File: src/rtl/dma_channel_arbiter.sv
// dma_channel_arbiter: round-robin sharing of one master_dma engine among NUM_CH channels.
// Optional watchdog (macro DMA_TIMEOUT_EN) aborts a stuck transfer and pulses ch_err.
//
// state    | meaning
// IDLE     | arbitrate pending requests, latch the winner's descriptor
// LAUNCH   | pulse dma_trigger to master_dma
// WAIT     | wait for a rising edge on dma_done (watchdog runs if enabled)
// COMPLETE | pulse ch_done for the active channel
module dma_channel_arbiter #(
    parameter int NUM_CH         = 4,
    parameter int CH_W           = 2,
    parameter int ADDR_W         = 32,
    parameter int LEN_W          = 5,
    parameter int TIMEOUT_CYCLES = 1024
) (
    input  logic                       clk,
    input  logic                       reset,
    input  logic [NUM_CH-1:0]          ch_req,
    input  logic [NUM_CH*ADDR_W-1:0]   ch_src,
    input  logic [NUM_CH*ADDR_W-1:0]   ch_dst,
    input  logic [NUM_CH*LEN_W-1:0]    ch_len,
    output logic [NUM_CH-1:0]          ch_grant,
    output logic [NUM_CH-1:0]          ch_done,
    output logic                       dma_trigger,
    output logic [LEN_W-1:0]           dma_length,
    output logic [ADDR_W-1:0]          dma_source_address,
    output logic [ADDR_W-1:0]          dma_destination_address,
    input  logic                       dma_done,
    output logic                       busy,
    output logic [CH_W-1:0]            active_ch
`ifdef DMA_TIMEOUT_EN
    ,
    output logic [NUM_CH-1:0]          ch_err
`endif
);

    typedef enum logic [1:0] {
        IDLE     = 2'd0,
        LAUNCH   = 2'd1,
        WAIT     = 2'd2,
        COMPLETE = 2'd3
    } state_t;

    state_t            state_q;
    state_t            state_d;
    logic [CH_W-1:0]   last_grant;
    logic              done_q;
    logic              done_rise;
    logic              timeout_hit;

    logic              req_any;
    logic [CH_W-1:0]   win;
    logic [CH_W:0]     cand;
    logic [ADDR_W-1:0] win_src;
    logic [ADDR_W-1:0] win_dst;
    logic [LEN_W-1:0]  win_len;

    logic              grant_load;
    logic              trigger_d;
    logic              done_d;
    logic              err_d;

    assign done_rise = dma_done & ~done_q;
    assign busy      = (state_q != IDLE);

    // Search upward from last_grant+1, wrapping, so the last winner has lowest priority.
    always_comb begin
        win     = '0;
        req_any = 1'b0;
        cand    = '0;
        for (int k = 1; k <= NUM_CH; k++) begin
            cand = {1'b0, last_grant} + (CH_W+1)'(k);
            if (cand >= (CH_W+1)'(NUM_CH)) begin
                cand = cand - (CH_W+1)'(NUM_CH);
            end
            if (!req_any && ch_req[cand[CH_W-1:0]]) begin
                win     = cand[CH_W-1:0];
                req_any = 1'b1;
            end
        end
    end

    always_comb begin
        win_src = '0;
        win_dst = '0;
        win_len = '0;
        for (int i = 0; i < NUM_CH; i++) begin
            if (win == CH_W'(i)) begin
                win_src = ch_src[i*ADDR_W +: ADDR_W];
                win_dst = ch_dst[i*ADDR_W +: ADDR_W];
                win_len = ch_len[i*LEN_W +: LEN_W];
            end
        end
    end

    always_ff @(posedge clk) begin
        if (reset) begin
            state_q <= IDLE;
            done_q  <= 1'b0;
        end else begin
            state_q <= state_d;
            done_q  <= dma_done;
        end
    end

    always_comb begin
        state_d = state_q;
        case (state_q)
            IDLE: begin
                if (req_any) begin
                    state_d = (win_len == '0) ? COMPLETE : LAUNCH;
                end
            end
            LAUNCH:   state_d = WAIT;
            WAIT: begin
                if (done_rise) begin
                    state_d = COMPLETE;
                end else if (timeout_hit) begin
                    state_d = IDLE;
                end
            end
            COMPLETE: state_d = IDLE;
            default:  state_d = IDLE;
        endcase
    end

    always_comb begin
        grant_load = 1'b0;
        trigger_d  = 1'b0;
        done_d     = 1'b0;
        err_d      = 1'b0;
        case (state_q)
            IDLE:     grant_load = req_any;
            LAUNCH:   trigger_d  = 1'b1;
            WAIT:     err_d      = !done_rise && timeout_hit;
            COMPLETE: done_d     = 1'b1;
            default: ;
        endcase
    end

    // Descriptor outputs hold from one grant to the next; only reset clears them.
    always_ff @(posedge clk) begin
        if (reset) begin
            ch_grant                <= '0;
            ch_done                 <= '0;
            dma_trigger             <= 1'b0;
            dma_length              <= '0;
            dma_source_address      <= '0;
            dma_destination_address <= '0;
            active_ch               <= '0;
            last_grant              <= CH_W'(NUM_CH - 1);
        end else begin
            ch_grant    <= '0;
            ch_done     <= '0;
            dma_trigger <= trigger_d;
            if (grant_load) begin
                ch_grant                <= NUM_CH'(1) << win;
                active_ch               <= win;
                last_grant              <= win;
                dma_length              <= win_len;
                dma_source_address      <= win_src;
                dma_destination_address <= win_dst;
            end
            if (done_d) begin
                ch_done <= NUM_CH'(1) << active_ch;
            end
        end
    end

`ifdef DMA_TIMEOUT_EN
    logic [15:0] wd_cnt;

    assign timeout_hit = (wd_cnt == 16'(TIMEOUT_CYCLES - 1));

    always_ff @(posedge clk) begin
        if (reset) begin
            wd_cnt <= '0;
            ch_err <= '0;
        end else begin
            ch_err <= '0;
            if (state_q == LAUNCH) begin
                wd_cnt <= '0;
            end else if (state_q == WAIT && !timeout_hit) begin
                wd_cnt <= wd_cnt + 16'd1;
            end
            if (err_d) begin
                ch_err <= NUM_CH'(1) << active_ch;
            end
        end
    end
`else
    logic [16:0] unused_cfg;

    assign timeout_hit = 1'b0;
    assign unused_cfg  = {err_d, 16'(TIMEOUT_CYCLES)};
`endif

endmodule

File: config.mk
export PLATFORM = sky130hd
export DESIGN_NAME = dma_channel_arbiter
export DESIGN_NICKNAME = d
export VERILOG_FILES = /design/src/rtl/dma_channel_arbiter.sv
export SDC_FILE = /design/constraint.sdc
export NUM_CORES = 1
export LEC_CHECK = 0
export ABC_AREA = 1
export CORE_AREA = 2 2 142 144
export DETAILED_ROUTE_END_ITERATION = 8
export DIE_AREA = 0 0 144 146
export SYNTH_ARGS = -nofsm -noshare
export SYNTH_HDL_FRONTEND = slang
export SYNTH_SLANG_ARGS = --single-unit
File: constraint.sdc
create_clock -name clk -period 3.9 [get_ports clk]
set_input_delay 0.585 -clock clk [delete_from_list [all_inputs] [get_ports clk]]
set_output_delay 0.585 -clock clk [all_outputs]
set_load 0.02 [all_outputs]
---- After elaboration in Yosys (flattened, before gate mapping) ----
Cells that the tools add are included.
storage, ports and cells
  memories ................................ 0
  flip-flop bits (word level) ............. 85
  word-level logic and storage cells ...... 92
  input port bits ......................... 283
  bits in latches ......................... 0
  bits in writable memories ............... 0
  output and inout bits ................... 81
  ROM bits ................................ 0
cells by class
  shift operators ......................... 2
  bitwise logic cells ..................... 4
  equal/unequal tests ..................... 8
  magnitude comparators ................... 8
  divide/modulo/power cells ............... 0
  reduce and logical (&&, ||, !) cells .... 13
  multiply operators ...................... 0
  multiplexer cells ....................... 39
  add/subtract/negate cells ............... 8
operators by type and width
  kind                                                                   number
  32-bit 2-to-1 mux                                                      8
  2-bit 2-to-1 mux                                                       11
  5-bit 2-to-1 mux                                                       4
  3-bit greater-or-equal comparator, second input constant               4
  2-bit by 3-bit < comparator with 1-bit output, second input constant   4
  1-bit 2-to-1 mux                                                       11
  1-bit binary-select mux with 2-bit select                              4
  2-bit equality test, second input constant                             4
  2-bit case mux with 4 select lines                                     1
  1-bit by 2-bit left shift with 4-bit output, first input constant      2
  2-bit by 1-bit subtractor with 2-bit output, second input constant     4
  2-bit by 2-bit adder with 3-bit output, second input constant          2
  5-bit zero test                                                        1
  2-bit by 1-bit equality test with 1-bit output, second input constant  2
  2-bit zero test                                                        2
  2-bit inequality test, second input constant                           2
  2-bit OR reduction                                                     2
  2-bit by 1-bit adder with 3-bit output, second input constant          1
  2-bit by 3-bit adder with 3-bit output, second input constant          1
  1-bit logical AND                                                      3
  1-bit zero test                                                        3
  1-bit NOT                                                              3
  2-bit AND reduction                                                    1
  2-bit nonzero test                                                     1
  1-bit bitwise AND                                                      1

---- Longest topological paths before layout ----
  word-level depth ........................ 24
  gate-level depth with buffers ........... 20
  mapped depth without buffers ............ 18

---- Worst setup path after synthesis ----
Ideal clock, no wire load.
  kind .................................... input port to flip-flop
  start point ............................. in ch_req[3]
  end point ............................... reg dma_source_address[12]
  arrival time ............................ 1961 ps
  buffers on the path ..................... 3
  cell stages on the path ................. 13
  path slack .............................. 1807 ps
  required time ........................... 3768 ps
  library setup time ...................... 132 ps
  cell sequence ........................... nand2_1 > nand2_1 > nand2_1 > nand2_2 > nor2_8 > nand3b_1 > nand2_2 > buf_6 > nand2_4 > buf_2 > buf_2 > o211ai_1 > a21oi_1
between the ends
  longest elaborated chain between the ends .. 17
  elaborated cells on any way between the ends .. 31
ends and longest elaborated chain
  element                                    line  source
  start, declared                            18    input logic [NUM_CH-1:0] ch_req,
  1-bit binary-select mux with 2-bit select  76    if (!req_any && ch_req[cand[CH_W-1:0]]) begin
  1-bit 2-to-1 mux (implied by the code)     76
  1-bit 2-to-1 mux                           76
  1-bit zero test                            76
  1-bit logical AND                          76
  1-bit 2-to-1 mux                           76
  1-bit zero test                            76
  1-bit logical AND                          76
  1-bit 2-to-1 mux                           76
  1-bit zero test                            76
  1-bit logical AND                          76
  2-bit 2-to-1 mux                           76
  2-bit zero test                            88    if (win == CH_W'(i)) begin
  32-bit 2-to-1 mux (4 in a row)             88
  end signal, assigned                       161   dma_source_address <= win_src;
  end, declared                              26    output logic [ADDR_W-1:0] dma_source_address,
Parallel ways exist; a longest one is shown, timed or not. The select of a mux whose other input is x is not followed.
A chain may end at the register's enable or synchronous reset.

---- Final worst setup path ----
  start point ............................. reg last_grant[0]
  end point ............................... reg dma_destination_address[25]
between the ends
  longest elaborated chain between the ends .. 20
  elaborated cells on any way between the ends .. 47
ends and longest elaborated chain
  element                                                                                           line    source
  start, declared                                                                                   46      logic [CH_W-1:0] last_grant;
  start signal, assigned                                                                            151     last_grant <= CH_W'(NUM_CH - 1);
  start signal, assigned                                                                            159     last_grant <= win;
  2-bit by 1-bit adder with 3-bit output                                                            72      cand = {1'b0, last_grant} + (CH_W+1)'(k);
  3-bit greater-or-equal comparator or 2-bit by 1-bit subtractor with 2-bit output (tied branches)  73, 74
  2-bit 2-to-1 mux                                                                                  73      if (cand >= (CH_W+1)'(NUM_CH)) begin
  1-bit binary-select mux with 2-bit select                                                         76
  1-bit 2-to-1 mux (implied by the code)                                                            76
  1-bit 2-to-1 mux                                                                                  76
  1-bit zero test                                                                                   76
  1-bit logical AND                                                                                 76
  1-bit 2-to-1 mux                                                                                  76
  1-bit zero test                                                                                   76
  1-bit logical AND                                                                                 76
  1-bit 2-to-1 mux                                                                                  76
  1-bit zero test                                                                                   76
  1-bit logical AND                                                                                 76
  2-bit 2-to-1 mux                                                                                  76
  2-bit zero test                                                                                   88
  32-bit 2-to-1 mux (4 in a row)                                                                    88
  end signal, assigned                                                                              162     dma_destination_address <= win_dst;
  end, declared                                                                                     27      output logic [ADDR_W-1:0] dma_destination_address,
Parallel ways exist; a longest one is shown, timed or not. The select of a mux whose other input is x is not followed.

==> metrics.txt <==
Hold Path Class=flop to flop; CTS Hold Buffers Added=0; RSZ-0062 raised after global routing=no; final wirelength=~24000 microns; vias=approximately 6600; Internal Power=about 3.8 mW; Final Hold Viols=0; vias in the first global route=6213; Synth Instances=just under 800; Yosys top cell by area=dfxtp_1; Period minus WS final=between 2000 and 3000 ps; gr usage total=between 20% and 30%; Setup violations, final=0; Setup Fix Bufs, Post-CTS=0; CTS max path bufs=2; H-tree depth=3; reg-to-reg slack, setup=990 ps; global-route wire length before repair=between 30000 and 40000 microns; Layout Cells excl Fill=approximately 1400; clk_lat worst skew=about 340 ps; CTS clk-pin slew, worst paths=around 70 ps; Crit. End Element=flop; FF+latch count, synth=85; worst relative slew slack=45.70%; cts bufs inserted=9; status=completed; maximum VDD drop=between 600 and 700 uV; Fin Setup TNS=0 ps; first-pass iteration count of the detailed router=5; Detail Placement HPWL=17040 microns; Routed Antenna Nets=0; FF-to-FF Start=last_grant[0]; synthesis warning total=0; die width=between 100 and 150 microns; Yosys top cell area share=between 30% and 40%; Comb pwr share=roughly three quarters; number of fillers in the final layout=2003; Syn-to-layout area delta=76.29%; max-slew violations=0; FF-to-FF End=dma_destination_address[25]; worst-margin pin slew=between 800 and 900 ps; ANT cells=0; Final nets=approximately 1400; CP Data Arrival Time=~3200 ps; required time of the critical path=between 4000 and 5000 ps; initial core utilization=27.02%; post-CTS resize count=0; global placer's final weighted congestion=about 0.84; LEAKAGE=around 3.5 nW; Seq/Total Area, Yosys=approximately 33%; PortBufs=363; layout cells sized above 1=slightly above 5%; Post-synth EDFFs=0; grt ovf=0; Root Driver=clkbuf_16; Placed Instances=~1300; Worst Setup Path Type=flop to flop; switching pwr=4.272 mW; largest net degree at the start of global routing=80; Hold Path End=dma_source_address[15]; initial antenna violation count=0; CTS tree=done; clock power share=a little over a tenth; row cnt=51; vias per cell=4.846; hold_sp=dma_source_address[15]; boundary pin count=roughly 360; initial drt markers=284; Most used DFF post-synth=dfxtp_1; Post-synth ARST share=0%; Core Area=a little under 0.02 sq mm; maximum fanout along the worst path=64; Reg power frac=between 10% and 20%; Die H=between 100 and 150 microns; MaxCap Viol Count=0; CP startpoint kind=flop; syn nets=1057; mapped cell area=0.005224 sq mm; Setup Skew=around 9 ps; Distinct cells, synth=33; worst r2r path cells=15; pwr/cell area=slightly below 900 mW/mm^2; Peak Freq=around 0.34 GHz; sw frac=52.92%; period utilisation layout=between 70% and 80%; die area=0.02102 sq mm; syn avg cell area=between 6 and 7 sq um; Min-Delay Path Depth=2; clk sinks=85; top cells by area, synth=dfxtp_1 33%, nand2_1 17%, o211ai_1 9.9%; Wirelength per Cell=approximately 17 microns; # DRC=0
## layout make-up
class / instances / area [sq um] / area share [%]
inverters: 27 / 106.4 / 1.155
clock buffers: 10 / 239.0 / 2.595
flip-flops and latches: 85 / 1702 / 18.48
clock inverters: 6 / 46.29 / 0.5027
multi-input cells: 588 / 3015 / 32.74
repair buffers: 375 / 3769 / 40.92
well taps: 265 / 331.6 / 3.601
## synth_stat cells, types with 8 or more instances
cell type	count
nor2_1	21
a21oi_1	70
buf_2	23
nand2_2	8
nand3_1	86
inv_1	20
dfxtp_1	85
clkbuf_1	20
o211ai_1	69
nand2_1	234
buf_6	10
buf_4	12
nand4_1	66
o21ai_0	9
## worst max-delay path, cell delays in order, from the launching register on
cell      delay (ps)
dfxtp_1          610
inv_2            200
nand2_1          140
nand2_1           70
nand2_1           80
nand2_2           90
nor2_8           150
nand4_2          120
nand3_2          160
buf_4            200
nand2_4           80
inv_6            360
nand2_1           90
nand4_1          100
o211ai_1         100
a21oi_1          160
## registers in the layout (all words and copies together), names as in the netlist
name / cells
dma_length: 5
done_q: 1
ch_grant: 4
active_ch: 2
state_q: 2
last_grant: 2
dma_source_address: 32
dma_destination_address: 32
dma_trigger: 1
ch_done: 4
## worst max path at each step
stage	from	to	slack, ps	cells past startpoint
after detailed placement	ch_req[0]	dma_destination_address[2]	800	14
after global placement	ch_req[0]	dma_destination_address[2]	830	14
after global routing	last_grant[0]	dma_destination_address[2]	740	15
after floorplan	ch_req[3]	dma_source_address[12]	1810	13
after CTS	last_grant[0]	dma_destination_address[2]	1010	15
final	last_grant[0]	dma_destination_address[25]	990	15
## power groups by stage
| stage | logic, mW | clock network (mW) | registers (mW) |
|---|---|---|---|
| after global placement | 5.99 | 0 | 1.30 |
| after global routing | 6.51 | 0.903 | 1.32 |
| after CTS | 6.06 | 0.867 | 1.29 |
| after detailed placement | 6.05 | 0 | 1.31 |
| final | 5.95 | 0.838 | 1.29 |
| after floorplan | 4.08 | 0 | 1.54 |
## placed cells by master (no fill, tap or decap)
cell             count
clkdlybuf4s50_1    362
nand2_1            233
nand3_1             86
dfxtp_1             85
a21oi_1             70
o211ai_1            69
nand4_1             66
nor2_1              21
inv_1               20
nand2_2              9
o21ai_0              9
clkbuf_16            9
buf_4                8
inv_2                5
ha_1                 5
buf_12               4
nand2_4              3
nand3b_1             3
inv_6                3
nand3_2              2
nor3_1               2
nor2_4               2
clkinvlp_4           2
nor2_8               1
o21ai_2              1
nand4_2              1
a21oi_2              1
o31ai_1              1
a21boi_1             1
clkinv_1             1
or2_0                1
or2_1                1
clkinv_4             1
clkbuf_8             1
clkinv_2             1
buf_2                1
## routing by layer
metal	global-route usage, %	vias up	part of all wire (%)
li1	-	3323	-
met1	24.53	2967	40
met2	38.52	256	51
met3	4.936	25	7.4
met4	6.912	0	1.9
met5	0	-	0
## stage by stage
step | total power [mW] | util, % | hold WS (ps) | cell area, sq um | setup slack, ps
floorplan | 5.617 | - | 520.3 | 5224 | 1807
detailed placement | 7.351 | 46.15 | 454.5 | 8924 | 801.8
global route | 8.728 | 47.63 | 479.5 | 9209 | 735.7
CTS | 8.213 | 47.63 | 464.4 | 9209 | 1006
global placement | 7.286 | 46.15 | 451.8 | 8924 | 827.0
finish | 8.071 | 47.63 | 463.0 | 9209 | 994.6
## logic make-up (layout without fill, tap and decap cells)
group           Yosys count  count (layout)  share of synthesized area, %
simple gates            431             431                         38.28
compound gates          152             152                         18.11
buf+inv                  96             418                         9.844
flops                    85              85                         32.57
fa+ha+maj                 5               5                         1.198
Note: power is estimated with default switching activity, not from simulation.
